$ cat src/rtl/touch_led_mode_ctrl.sv
// Touch-key LED mode controller: sync + press edge detect, OFF->ON->SLOW->FAST mode stepping, blink.
// Optional long-press return to OFF when TOUCH_LONG_PRESS_EN is defined.
module touch_led_mode_ctrl #(
    parameter int unsigned SLOW_HALF  = 25_000_000,
    parameter int unsigned FAST_HALF  = 5_000_000,
    parameter int unsigned LONG_PRESS = 100_000_000,
    parameter int unsigned CNT_W      = 27
) (
    input  logic       sys_clk,
    input  logic       sys_rst_n,
    input  logic       touch_key,
    output logic       led,
    output logic [1:0] mode,
    output logic       press_pulse
);

    typedef enum logic [1:0] {M_OFF = 2'd0, M_ON = 2'd1, M_SLOW = 2'd2, M_FAST = 2'd3} mode_e;

    localparam logic [CNT_W-1:0] SLOW_LAST = CNT_W'(SLOW_HALF - 1);
    localparam logic [CNT_W-1:0] FAST_LAST = CNT_W'(FAST_HALF - 1);

    generate
        if (LONG_PRESS < 2 || SLOW_HALF < 1 || FAST_HALF < 1) begin : g_bad_cfg
            $error("touch_led_mode_ctrl: invalid count parameters");
        end
    endgenerate

    logic             sync1_q, key_s_q, key_d_q;
    logic             sync1_d, key_s_d, key_d_d;
    mode_e            mode_q, mode_d;
    logic             led_q, led_d;
    logic             press_q, press_d;
    logic [CNT_W-1:0] blink_cnt_q, blink_cnt_d;
    logic             blink_ph_q, blink_ph_d;
    logic [CNT_W-1:0] half_last;
    logic             long_fire;

`ifdef TOUCH_LONG_PRESS_EN
    localparam logic [CNT_W-1:0] LP_MAX  = CNT_W'(LONG_PRESS);
    localparam logic [CNT_W-1:0] LP_LAST = CNT_W'(LONG_PRESS - 1);
    logic [CNT_W-1:0] hold_cnt_q, hold_cnt_d;

    always_comb begin
        hold_cnt_d = hold_cnt_q;
        long_fire  = 1'b0;
        if (key_s_q) begin
            hold_cnt_d = '0;
        end else if (hold_cnt_q < LP_MAX) begin
            hold_cnt_d = hold_cnt_q + 1'b1;
            long_fire  = (hold_cnt_q == LP_LAST);
        end
    end

    always_ff @(posedge sys_clk or negedge sys_rst_n) begin
        if (!sys_rst_n) hold_cnt_q <= '0;
        else            hold_cnt_q <= hold_cnt_d;
    end
`else
    assign long_fire = 1'b0;
`endif

    always_comb begin
        sync1_d     = touch_key;
        key_s_d     = sync1_q;
        key_d_d     = key_s_q;
        press_d     = key_d_q & ~key_s_q;
        mode_d      = mode_q;
        blink_cnt_d = blink_cnt_q;
        blink_ph_d  = blink_ph_q;
        led_d       = 1'b0;

        if (press_d) begin
            unique case (mode_q)
                M_OFF:   mode_d = M_ON;
                M_ON:    mode_d = M_SLOW;
                M_SLOW:  mode_d = M_FAST;
                default: mode_d = M_OFF;
            endcase
        end
        // Long press overrides any same-cycle advance and always lands in OFF.
        if (long_fire) mode_d = M_OFF;

        half_last = (mode_q == M_FAST) ? FAST_LAST : SLOW_LAST;
        if (mode_d != mode_q) begin
            blink_cnt_d = '0;
            blink_ph_d  = 1'b1;
        end else if (mode_q == M_SLOW || mode_q == M_FAST) begin
            if (blink_cnt_q == half_last) begin
                blink_cnt_d = '0;
                blink_ph_d  = ~blink_ph_q;
            end else begin
                blink_cnt_d = blink_cnt_q + 1'b1;
            end
        end else begin
            blink_cnt_d = '0;
        end

        unique case (mode_d)
            M_OFF:   led_d = 1'b0;
            M_ON:    led_d = 1'b1;
            default: led_d = blink_ph_d;
        endcase
    end

    always_ff @(posedge sys_clk or negedge sys_rst_n) begin
        if (!sys_rst_n) begin
            sync1_q     <= 1'b1;
            key_s_q     <= 1'b1;
            key_d_q     <= 1'b1;
            mode_q      <= M_OFF;
            led_q       <= 1'b0;
            press_q     <= 1'b0;
            blink_cnt_q <= '0;
            blink_ph_q  <= 1'b1;
        end else begin
            sync1_q     <= sync1_d;
            key_s_q     <= key_s_d;
            key_d_q     <= key_d_d;
            mode_q      <= mode_d;
            led_q       <= led_d;
            press_q     <= press_d;
            blink_cnt_q <= blink_cnt_d;
            blink_ph_q  <= blink_ph_d;
        end
    end

    assign led         = led_q;
    assign mode        = mode_q;
    assign press_pulse = press_q;

endmodule

$ cat config.mk
export PLATFORM = sky130hd
export DESIGN_NAME = touch_led_mode_ctrl
export DESIGN_NICKNAME = d
export VERILOG_FILES = /design/src/rtl/touch_led_mode_ctrl.sv
export SDC_FILE = /design/constraint.sdc
export NUM_CORES = 1
export LEC_CHECK = 0
export CAP_MARGIN = 10
export CORE_ASPECT_RATIO = 0.9
export CORE_MARGIN = 3
export CORE_UTILIZATION = 30
export DETAILED_ROUTE_END_ITERATION = 10
export PLACE_DENSITY = 0.52
export SLEW_MARGIN = 15
export SYNTH_ARGS = -nofsm -noshare
export SYNTH_HDL_FRONTEND = slang
export SYNTH_SLANG_ARGS = --single-unit
$ cat constraint.sdc
create_clock -name sys_clk -period 1.8 [get_ports sys_clk]
set_input_delay 0.45 -clock sys_clk [delete_from_list [all_inputs] [get_ports sys_clk]]
set_output_delay 0.45 -clock sys_clk [all_outputs]
set_load 0.02 [all_outputs]
Word-level counts from Yosys, hierarchy flattened. Cells that the tools add are included.

Word-level logic and storage cells: 31. Bits in registers: 35. Memory bits (writable): 0. Memories: 0. Output and inout bits: 4. Input port bits: 3. Latch bits: 0. ROM bits: 0.

Reductions and logical operators: 3. Multiplexer cells: 10. $lt $le $gt $ge: 0. $mul: 0. Bitwise logic cells: 3. Equality and inequality tests: 6. Add/subtract/negate cells: 1. Divide/modulo/power cells: 0. Shift operators: 0.

Operator list (count): 2-to-1 mux 27 bit (3); adder 27 x 1 -> 27 bit (second input constant) (1); == test 27 x 25 -> 1 bit (1); 2-to-1 mux 25 bit (1); one-hot mux 2 bit (3 select lines) (1); == test 2 x 1 -> 1 bit (second input constant) (2); == test 2 bit (second input constant) (2); zero test 2 bit (2); 2-to-1 mux 1 bit (3); 2-to-1 mux 2 bit (1); inequality test 2 bit (1); NOT 1 bit (2); one-hot mux 1 bit (2 select lines) (1); AND 1 bit (1); logical OR 1 bit (1).

Logic depth before layout (Yosys ltp). Gate-level depths: netlist of run 1.

Depth after elaboration: 7. Depth in mapped cells: 8. Mapped depth without buffers: 7.

Worst setup path after synthesis of run 1. No wires, ideal clock.

Path type: reg2reg. Start point: register mode_q[0], in the netlist mode[0]. End point: register blink_cnt_q[10]. Data required time: 1.681 ns. Path slack: -0.135 ns. Stages on the path, launching flop included: 7. Path buffers: 1. Arrival time: 1.816 ns. Path through: dfrtp_1 ha_1 mux2i_1 or4_4 o211ai_4 buf_6 nor2_1.

Longest elaborated chain between the ends: 6. Elaborated cells on any way between the ends: 13.

Ends and longest elaborated chain: from (decl) (RTL line 30) `mode_e mode_q, mode_d;`; from (signal assigned) (RTL line 119) `mode_q <= mode_d;`; == test 2 bit (RTL line 83, 87); 2-to-1 mux 25 bit (RTL line 83) `half_last = (mode_q == M_FAST) ? FAST_LAST : SLOW_LAST;`; == test 27 x 25 -> 1 bit (RTL line 88) `if (blink_cnt_q == half_last) begin`; 2-to-1 mux 27 bit (RTL line 88); 2-to-1 mux 27 bit (RTL line 87) `end else if (mode_q == M_SLOW || mode_q == M_FAST) begin`; 2-to-1 mux 27 bit (*) (RTL line 84) `if (mode_d != mode_q) begin`; named net blink_cnt_d[10] (RTL line 33) `logic [CNT_W-1:0] blink_cnt_q, blink_cnt_d;`; to (signal assigned) (RTL line 122) `blink_cnt_q <= blink_cnt_d;`; to (decl) (RTL line 33).

The timed path passes the listed nets; every way through them passes the cells marked *.

Worst setup path in the final report of run 1.
Start point: register blink_cnt_q[24]. End point: register blink_cnt_q[14].

Longest elaborated chain between the ends: 4.

Ends and longest elaborated chain (RTL line): == test 27 x 25 -> 1 bit (88); 2-to-1 mux 27 bit (88); 2-to-1 mux 27 bit (87); 2-to-1 mux 27 bit (84); named net blink_cnt_d[14] (33).

The timed path passes the listed nets, and every way through them passes these cells.

==> results of run 1 <==
==> metal layers <==
| metal | wire length, um | GRT usage | vias to the layer above |
|---|---|---|---|
| met3 | 65 | 0.0252 | 7 |
| met5 | 0 | 0 | - |
| met2 | 1530 | 0.176 | 9 |
| li1 | - | - | 678 |
| met4 | 74 | 0.0561 | 0 |
| met1 | 1930 | 0.173 | 629 |
==> worst max path at each step <==
stage | start | endpoint | slack (ns) | depth (start not counted)
after global routing | blink_cnt_q[24]$_DFF_PN0_ | blink_cnt_q[18]$_DFF_PN0_ | -0.11 | 6
final | blink_cnt_q[24]$_DFF_PN0_ | blink_cnt_q[14]$_DFF_PN0_ | -0.05 | 6
after floorplan | mode[0]$_DFF_PN0_ | blink_cnt_q[10]$_DFF_PN0_ | -0.008 | 6
after detailed placement | blink_cnt_q[7]$_DFF_PN0_ | blink_cnt_q[17]$_DFF_PN0_ | -0.12 | 6
after global placement | blink_cnt_q[7]$_DFF_PN0_ | blink_cnt_q[18]$_DFF_PN0_ | -0.13 | 6
after CTS | blink_cnt_q[24]$_DFF_PN0_ | blink_cnt_q[14]$_DFF_PN0_ | -0.06 | 6
==> critical path, delay by kind of cell (launching register included) <==
| kind | cells | cell delay, ns |
|---|---|---|
| AND/OR/NAND/NOR | 3 | 0.89 |
| flip-flops | 1 | 0.39 |
| buffers and inverters | 1 | 0.17 |
| multiplexers | 1 | 0.15 |
| AO/OA/AOI/OAI | 1 | 0.12 |
==> logic make-up (layout without fill, tap and decap cells) <==
group / count (synthesis) / in the layout
AOI/OAI and AO/OA: 8 / 8
xor gates and xnor gates: 28 / 28
adders and majority gates: 4 / 4
buffers and inverters: 8 / 54
DFF: 35 / 35
muxes: 2 / 2
and+or+nand+nor: 87 / 87
==> cell usage after synthesis, types with 2 or more instances <==
| cell type | instances | area share |
|---|---|---|
| nand2_1 | 13 | 0.028 |
| xor2_1 | 22 | 0.11 |
| and3_1 | 4 | 0.014 |
| buf_6 | 2 | 0.013 |
| nand4_1 | 11 | 0.039 |
| ha_1 | 4 | 0.028 |
| mux2i_1 | 2 | 0.011 |
| nand3_1 | 7 | 0.020 |
| o21ai_0 | 4 | 0.011 |
| and4_1 | 2 | 0.010 |
| inv_1 | 5 | 0.011 |
| nor3_1 | 2 | 0.0057 |
| dfstp_2 | 4 | 0.060 |
| and4bb_2 | 2 | 0.014 |
| xnor2_1 | 6 | 0.030 |
| dfrtp_1 | 31 | 0.44 |
| nor4_1 | 3 | 0.011 |
| nor2_1 | 35 | 0.075 |
==> power by group <==
group	leakage, nW	internal, mW	switching [mW]
combinational	0.479	0.411	0.424
sequential	0.465	0.847	0.0451
clock	0.0477	0.265	0.297
total	0.991	1.52	0.766
==> final cells by class <==
type,instances,area [sq um]
Clock buffer,5,68.8
Clock inverter,3,15.0
Fill cell,523,3200
Inverter,5,18.8
Multi-Input combinational cell,129,852
Sequential cell,35,883
Tap cell,67,83.8
Timing Repair Buffer,41,353
==> state kept, by name (all words and copies together), names as in the netlist <==
signal and cells:
key_d_q 1, led 1, mode 2, key_d_d 1
press_pulse 1, key_s_d 1, blink_cnt_q 27, blink_ph_q 1
==> metrics by stage <==
stage	cell area, sq um	cells	power [mW]	util	setup slack [ns]
floorplan	1780	172	1.37	-	-0.00804
global placement	2190	277	1.77	0.400	-0.127
detailed placement	2190	277	1.77	0.400	-0.116
CTS	2270	285	2.33	0.416	-0.0612
global route	2270	285	2.42	0.416	-0.106
finish	2270	285	2.29	0.416	-0.0521
==> reports/summary.txt, run 1 <==
FINISH
--------------------------------------------------------------------------------------
Share of post-route cells with drive strength above 1                            0.266
Net total in the final layout                                                      224
Most common cell after layout, fill and taps aside                              nor2_1
P&R area growth vs syn                                                           29.2%
Leading cell types in the layout, fill and taps excluded                  nor2_1 (35), buf_4 (32), dfrtp_1 (29)
Antenna cell count                                                                   0

GRT
--------------------------------------------------------------------------------------
Vias in the first global route                                                    1351
GR Util All Layers                                                               0.122
Grt total ovfl                                                                       0
Global-route wire length before repair                                         6430 um
Number of antenna violations at the first check in global routing                    0
Maximum number of pins on one net before global-route repair                        23

SYNTH
--------------------------------------------------------------------------------------
Multiplexer fraction of the synthesized cell area                               0.0114
Number of synthesized flops with an enable pin                                       0
Sequential cell area fraction in the yosys report                                0.500
Gate Count Post-Synth                                                              172
Largest family of logic cells by synthesized area                         simple AND/OR/NAND/NOR gates
Fraction of the mapped netlist area in simple logic gates                        0.257
Unique masters post-synth                                                           31
Cell Area, Synth                                                          0.00176 sq mm
Fraction of the mapped netlist area in adder cells                              0.0284
Yosys reg bits                                                                      35
Ys flop type                                                                   dfrtp_1
Synth Area in XOR/XNOR                                                           0.139
Post-synthesis compound-gate area fraction                                      0.0370
Synth Net Count                                                                    179
Proportion of synthesized flip-flops having asynchronous set or reset             1.00
Avg Inst Size Synth                                                         10.2 sq um
Number of warning messages in the yosys log                                          0

CLOCKING
--------------------------------------------------------------------------------------
Clock buffer count from CTS                                                          5
Buffers from clock root to sink, at most                                             2
Post-CTS setup-driven buffer insertion count                                         0
Clock root cell                                                               clkbuf_8
Insertion delay to the later sink of the worst-skew pair                       0.29 ns
Clock H-tree levels                                                                  2
Clock slew at the register clock pins of the worst setup and hold paths        0.08 ns
CTS sink cnt                                                                        35
Post-CTS Resized                                                                     3
Clock tree from TritonCTS                                                          yes
Number of buffers inserted for hold repair after clock tree synthesis                0

WORST SETUP PATH
--------------------------------------------------------------------------------------
Nature of the critical path endpoint                                          register
List of cells traversed by the critical path                              nor4_1 > mux2i_1 > or4_4 > o211ai_4 > buf_12 > nor2_1
Biggest fanout along the worst timing path                                          15
Largest stage delay, worst path                                                0.56 ns
Critical R2R Launch                                                       blink_cnt_q[24]$_DFF_PN0_
CP max stage cell                                                                or4_4
Worst Path Arrival                                                             2.03 ns
R2r setup slk                                                                 -0.05 ns
Data required time of the worst path                                           1.97 ns
R2R cell count                                                                       6
Endpoint of the worst-slack reg-to-reg timing path                        blink_cnt_q[14]$_DFF_PN0_
Path type of the worst setup path                                           reg -> reg
Kind of start point of the critical path                                      register

FLOW RUN
--------------------------------------------------------------------------------------
Max cap viols                                                                        0

OUTCOME
--------------------------------------------------------------------------------------
Run status                                                                finished with violations
Violated checks                                                           setup timing

POWER
--------------------------------------------------------------------------------------
Power per cell area                                                       1010 mW/mm^2
Leak Pwr                                                                      0.991 nW
Maximum ir drop on the vdd rail                                             0.000506 V

PLACE
--------------------------------------------------------------------------------------
IO Port Bufs                                                                         6
GPL Wtd Cong                                                                     0.776
HPWL after detailed placement                                                  2710 um

DETAILED ROUTING
--------------------------------------------------------------------------------------
Via count                                                                         1323
Ratio of routed vias to standard cells                                            4.64
Post-detailed-routing wire length                                              3600 um
First DRT Iteration DRCs                                                            43
Drt drc                                                                              0
Wirelength per Cell                                                            12.6 um
Number of detailed-routing iterations run before antenna repair                      4
Antenna Violating Nets Remaining                                                     0

STA
--------------------------------------------------------------------------------------
FMAX                                                                           540 MHz
TNS Setup                                                                    -0.978 ns
Worst hold-check slack                                                        0.118 ns
Max transition margin                                                            0.668
Post-route clock skew                                                        0.0115 ns
Final-report setup violation count                                                  27
Post-route worst setup slack                                                -0.0521 ns
Post-route fraction of the period consumed by the critical path                   1.03
Crit path time final                                                           1.85 ns
Unrepaired setup endpoints after global routing                                   true
Number of slew-limit violations in the final report                                  0
Count of endpoints failing hold in the final timing report                           0
Transition at the pin with the smallest max-transition slack                  0.498 ns

FLOORPLAN
--------------------------------------------------------------------------------------
Initial core utilization                                                         0.322
Area of the core region                                                   0.00547 sq mm
Y dimension of the die                                                         78.7 um
Die outline width                                                              86.7 um
Ports placed on the boundary                                                         7
Die area                                                                  0.00682 sq mm
Row count                                                                           25

MIN PATH
--------------------------------------------------------------------------------------
Type of the most critical hold path                                        in -> async

Note: power is estimated with default switching activity, not from simulation.
==> run 2, diff against run 1 <==
--- a/config.mk
+++ b/config.mk
@@ -11,7 +11,7 @@
 export CORE_UTILIZATION = 30
 export DETAILED_ROUTE_END_ITERATION = 10
 export PLACE_DENSITY = 0.52
-export SLEW_MARGIN = 15
+export SLEW_MARGIN = 20
 export SYNTH_ARGS = -nofsm -noshare
 export SYNTH_HDL_FRONTEND = slang
 export SYNTH_SLANG_ARGS = --single-unit
==> results of run 2 <==
Final layout, timing and power as in run 1 (identical DEF).
